File: src/rtl/stopwatch_controller.sv
// Stopwatch run-control sequencer: button edge detection, run/pause/lap FSM,
// gated count enable, registered clear pulse and lap-freeze display register.
module stopwatch_controller #(
  parameter int unsigned NUMBER_OF_DIGITS = 4,
  parameter int unsigned STOP_AT_MAX      = 1
) (
  input  logic                          clk,
  input  logic                          rst,
  input  logic                          tick,
  input  logic                          start_stop,
  input  logic                          lap,
  input  logic                          clear,
  input  logic                          at_max,
  input  logic [4*NUMBER_OF_DIGITS-1:0] live_number,
  output logic                          count_en,
  output logic                          count_clr,
  output logic [4*NUMBER_OF_DIGITS-1:0] display_number,
  output logic [1:0]                    state,
  output logic                          running,
  output logic                          lap_active
);

  localparam int unsigned W = 4 * NUMBER_OF_DIGITS;

  typedef enum logic [1:0] {
    IDLE    = 2'd0,
    RUNNING = 2'd1,
    PAUSED  = 2'd2,
    LAP     = 2'd3
  } state_e;

  state_e         state_q, state_d;
  logic           ss_prev_q, lap_prev_q, clr_prev_q;
  logic           count_clr_q, count_clr_d;
  logic           running_q, lap_active_q;
  logic [W-1:0]   display_q, display_d;

  logic           ev_ss, ev_lap, ev_clr, ev_any;
  logic           act_ss, act_lap, act_clr;
  logic           active, sat, sat_move;

  // Rising-edge events, single-winner priority, enable gating and next state.
  always_comb begin
    ev_ss       = start_stop & ~ss_prev_q;
    ev_lap      = lap & ~lap_prev_q;
    ev_clr      = clear & ~clr_prev_q;
    ev_any      = ev_ss | ev_lap | ev_clr;
    // Highest-priority event wins the cycle; the rest are dropped.
    act_clr     = ev_clr;
    act_ss      = ev_ss & ~ev_clr;
    act_lap     = ev_lap & ~ev_clr & ~ev_ss;

    active      = (state_q == RUNNING) || (state_q == LAP);
    sat         = (STOP_AT_MAX != 0) & at_max;
    count_en    = tick & active & ~sat;
    // Saturation pause yields to any button event in the same cycle.
    sat_move    = tick & sat & ~ev_any;

    state_d     = state_q;
    count_clr_d = 1'b0;
    unique case (state_q)
      IDLE: begin
        if (act_clr) begin
          count_clr_d = 1'b1;
        end else if (act_ss) begin
          state_d = RUNNING;
        end
      end
      RUNNING: begin
        if (act_ss) begin
          state_d = PAUSED;
        end else if (act_lap) begin
          state_d = LAP;
        end else if (sat_move) begin
          state_d = PAUSED;
        end
      end
      LAP: begin
        if (act_ss) begin
          state_d = PAUSED;
        end else if (act_lap) begin
          state_d = RUNNING;
        end else if (sat_move) begin
          state_d = PAUSED;
        end
      end
      PAUSED: begin
        if (act_clr) begin
          state_d     = IDLE;
          count_clr_d = 1'b1;
        end else if (act_ss) begin
          state_d = RUNNING;
        end
      end
      default: state_d = IDLE;
    endcase

    // Hold the frozen value while staying in LAP; entering LAP captures live.
    if ((state_d == LAP) && (state_q == LAP)) begin
      display_d = display_q;
    end else begin
      display_d = live_number;
    end
  end

  // State, button history and registered outputs.
  always_ff @(posedge clk) begin
    if (rst) begin
      state_q      <= IDLE;
      ss_prev_q    <= 1'b1;
      lap_prev_q   <= 1'b1;
      clr_prev_q   <= 1'b1;
      count_clr_q  <= 1'b0;
      running_q    <= 1'b0;
      lap_active_q <= 1'b0;
      display_q    <= '0;
    end else begin
      state_q      <= state_d;
      ss_prev_q    <= start_stop;
      lap_prev_q   <= lap;
      clr_prev_q   <= clear;
      count_clr_q  <= count_clr_d;
      running_q    <= (state_d == RUNNING) || (state_d == LAP);
      lap_active_q <= (state_d == LAP);
      display_q    <= display_d;
    end
  end

  assign count_clr      = count_clr_q;
  assign display_number = display_q;
  assign state          = state_q;
  assign running        = running_q;
  assign lap_active     = lap_active_q;

endmodule
File: config.mk
export PLATFORM = sky130hd
export DESIGN_NAME = stopwatch_controller
export DESIGN_NICKNAME = d
export VERILOG_FILES = /design/src/rtl/stopwatch_controller.sv
export SDC_FILE = /design/constraint.sdc
export NUM_CORES = 1
export LEC_CHECK = 0
export BUFFER_PORTS_ARGS = -buffer_cell sky130_fd_sc_hd__buf_2
export CORE_AREA = 2 2 54 56
export DETAILED_ROUTE_END_ITERATION = 10
export DIE_AREA = 0 0 56 58
export PLACE_DENSITY = 0.79
export SETUP_SLACK_MARGIN = 0.2
export SLEW_MARGIN = 20
export SYNTH_ARGS = -nofsm -noshare
export SYNTH_HDL_FRONTEND = slang
export SYNTH_SLANG_ARGS = --single-unit
File: constraint.sdc
create_clock -name clk -period 1.65 [get_ports clk]
set_input_delay 0 -clock clk [delete_from_list [all_inputs] [get_ports clk]]
set_output_delay 0 -clock clk [all_outputs]
set_load 0.005 [all_outputs]
==> impl_metrics.yaml <==
detailed_routing:
  route.detailed.drc: 0
  wirelength_mm: 2.33
  detail-route-antenna-nets: 0
  dr.pass1.iters: 4
  vias: 936
  first_iter_violations: 23
  post_drt_wl_per_cell_um: 11.8
  vias_per_cell: 4.75
clocking:
  cts_tree: "yes"
  path_clk_slew_ps: 120
  cts_buffer_depth: 2
  cts-root-buf: "clkbuf_4"
  cts_made_buffers: 3
  clkLatencyLatePin_ps: 300
  clkSinkCount: 23
  cts_max_level: 1
power:
  switching_share: 0.234
  clock_power_share: 0.250
  combPwrFrac: 0.161
  leakagePower_uw: 0.000644
  ir_drop_uv: 477
  pwr_density_cell_mw_per_mm2: 681
  p_sw_uw: 238
  total_power_uw: 1020
  seq_power_share: 0.589
  intPower_uw: 777
layout:
  layout.nets: 190
  fin_cells: 197
  nFillCells: 255
  synthToLayoutAreaGrowth_pct: 44.7
  n_antenna_cell: 0
  layout-drive-gt1-share: 0.343
setup_path:
  crit_start: "start_stop"
  worst_setup_path_start_kind: "input port"
  required_ps: 1880
  crit_chain: "dlygate4sd3_1 -> buf_2 -> and2b_1 -> or3_1 -> a311o_1 -> nor3_2"
  worstReg2RegEnd: "lap_active$_SDFF_PP0_"
  endpoint_kind: "flop"
  critPathSlowestCell: "dlygate4sd3_1"
  r2r_start: "ss_prev_q$_SDFF_PP1_"
  crit_arrival_ps: 1610
  reg2reg_depth: 4
  endpoint: "lap_active$_SDFF_PP0_"
  criticalPathCategory: "in2reg"
  cp_max_fo: 4
  max_stage_delay_ps: 530
  rrSetupSlack_ps: 290
grt:
  grt_first_pass_wirelength_mm: 4.04
  grt_start_max_net_pins: 40
  first_global_vias: 1002
  antenna_found_initial: 0
  track_usage: 0.158
  gr-total-overflow: 0
yosys:
  synth_ff_type: "dfxtp_1"
  ys_ff_latch: 23
  synth_cell_type_count: 23
  netlist_instances: 103
  synth_edf_count: 0
  synth_fp_nets: 126
  syn_area_per_cell_sq_um: 10.0
  synth_area_sq_mm: 0.00103
  async_flop_share: 0
  yosysWarnings: 0
  seq_area_frac_synth: 0.447
timing:
  hold_violations: 0
  slew_headroom: 0.681
  rsz0062_at_grt: "no"
  period_minus_slack_ps: 1380
  fmax_ghz: 0.727
  setup_violations: 0
  finalWorstSetupSlack_ps: 274
  worst_pin_slew_ps: 478
  fin_skew_ps: 2.49
  drv_slew: 0
  period_share: 0.834
  setup_tns_ps: 0
floorplan:
  die_height_um: 58
  io_pins: 45
  die_w_um: 56
  start_util: 0.387
  rows: 19
  core_area_sq_mm: 0.00266
  die_area_sq_mm: 0.00325
place:
  gp_congestion: 0.713
  port_buffers: 44
  dp_cells: 174
  place_ws_ps: 262
  dpl.hpwl_mm: 1.56
run_status:
  status: "completed"
run:
  cap_violations: 0
worst_hold_path:
  hold_class: "in2reg"
==> layout by cell type (no fill, tap or decap) <==
master	Yosys	layout
nor4_1	1	1
nand4_1	1	1
nor2b_4	1	1
nand3_1	1	1
mux2i_1	16	16
or3_1	1	1
or2_2	3	3
nand2b_2	0	1
a31oi_1	1	1
buf_4	1	2
a21boi_0	1	1
a311o_1	1	1
nor3_1	2	2
dfxtp_1	23	22
and2b_1	1	1
nand2b_1	35	34
dfxtp_2	0	1
nor2_1	2	2
clkbuf_4	0	3
a21oi_1	2	2
a21oi_4	1	1
nand2_1	2	2
and3b_1	1	1
clkbuf_1	4	1
nor3_2	1	1
buf_2	0	44
dlygate4sd3_1	0	19
==> worst min path at each step <==
stage                     cells after the start  startpoint               endpoint
final                                         4      at_max     running$_SDFF_PP0_
after global routing                          4      at_max     running$_SDFF_PP0_
after CTS                                     4      at_max     running$_SDFF_PP0_
after detailed placement                      2         lap  lap_prev_q$_SDFF_PP1_
after global placement                        2         lap  lap_prev_q$_SDFF_PP1_
after floorplan                               1       clear  clr_prev_q$_SDFF_PP1_
==> state kept, by name (all words and copies together) (netlist names) <==
| register | flops |
|---|---|
| lap_prev_q | 1 |
| count_clr | 1 |
| clr_prev_q | 1 |
| lap_active | 1 |
| ss_prev_q | 1 |
| state | 1 |
| display_number | 16 |
| running | 1 |
==> logic make-up after synthesis <==
family          share of synthesized area
simple gates                        0.317
flops                               0.447
mux                                 0.155
compound gates                     0.0486
buf+inv                            0.0328
==> cell type report <==
type	count	area, sq um	share of cell area
multi-input cells	74	539	0.362
flip-flops and latches	23	462	0.310
repair buffers	65	425	0.285
well taps	31	38.8	0.0260
clock buffers	4	26.3	0.0176
==> cell usage after synthesis (2+ instances only) <==
cell type	n	share of area
nor2_1	2	0.0073
mux2i_1	16	0.16
nand2_1	2	0.0073
clkbuf_1	4	0.015
dfxtp_1	23	0.45
or2_2	3	0.018
a21oi_1	2	0.0097
nand2b_1	35	0.21
nor3_1	2	0.0097
==> critical path, delay by kind of cell <==
kind | cells | cell delay (ps)
AOI/OAI and AO/OA | 1 | 310
buffers and inverters | 2 | 670
and+or+nand+nor | 3 | 630
==> power groups by stage <==
| stage | clock (uW) | combinational (uW) | sequential, uW |
|---|---|---|---|
| 2_1_floorplan | 0 | 66.8 | 611 |
| 3_3_place_gp | 0 | 124 | 608 |
| 3_5_place_dp | 0 | 129 | 609 |
| 4_1_cts | 269 | 163 | 598 |
| 5_1_grt | 299 | 182 | 603 |
| 6_report | 254 | 164 | 598 |
==> through the flow <==
step                      utilization  hold WS (ps)  instance area (sq um)
after floorplan                     -           107                   1030
after global placement          0.477           218                   1270
after detailed placement        0.477           222                   1270
after CTS                       0.559          88.0                   1490
after global routing            0.560           146                   1490
final                           0.560           108                   1490
==> timing repair <==
action / CTS / global route
endpoints found under the hold margin: 19 / 0
endpoints found under the setup margin: 0 / 1
hold buffers: 19 / 0
resized for setup: 0 / 2
buffers inserted: 0 / 0
==> layer usage <==
metal  GRT usage  vias to the layer above  wire length (um)
met4      0.0680                        0                 0
met3      0.0290                        0               134
li1            -                      469                 -
met2       0.308                       35              1210
met1       0.164                      432               982
met5           0                        -                 0
Note: power is estimated with default switching activity, not from simulation.
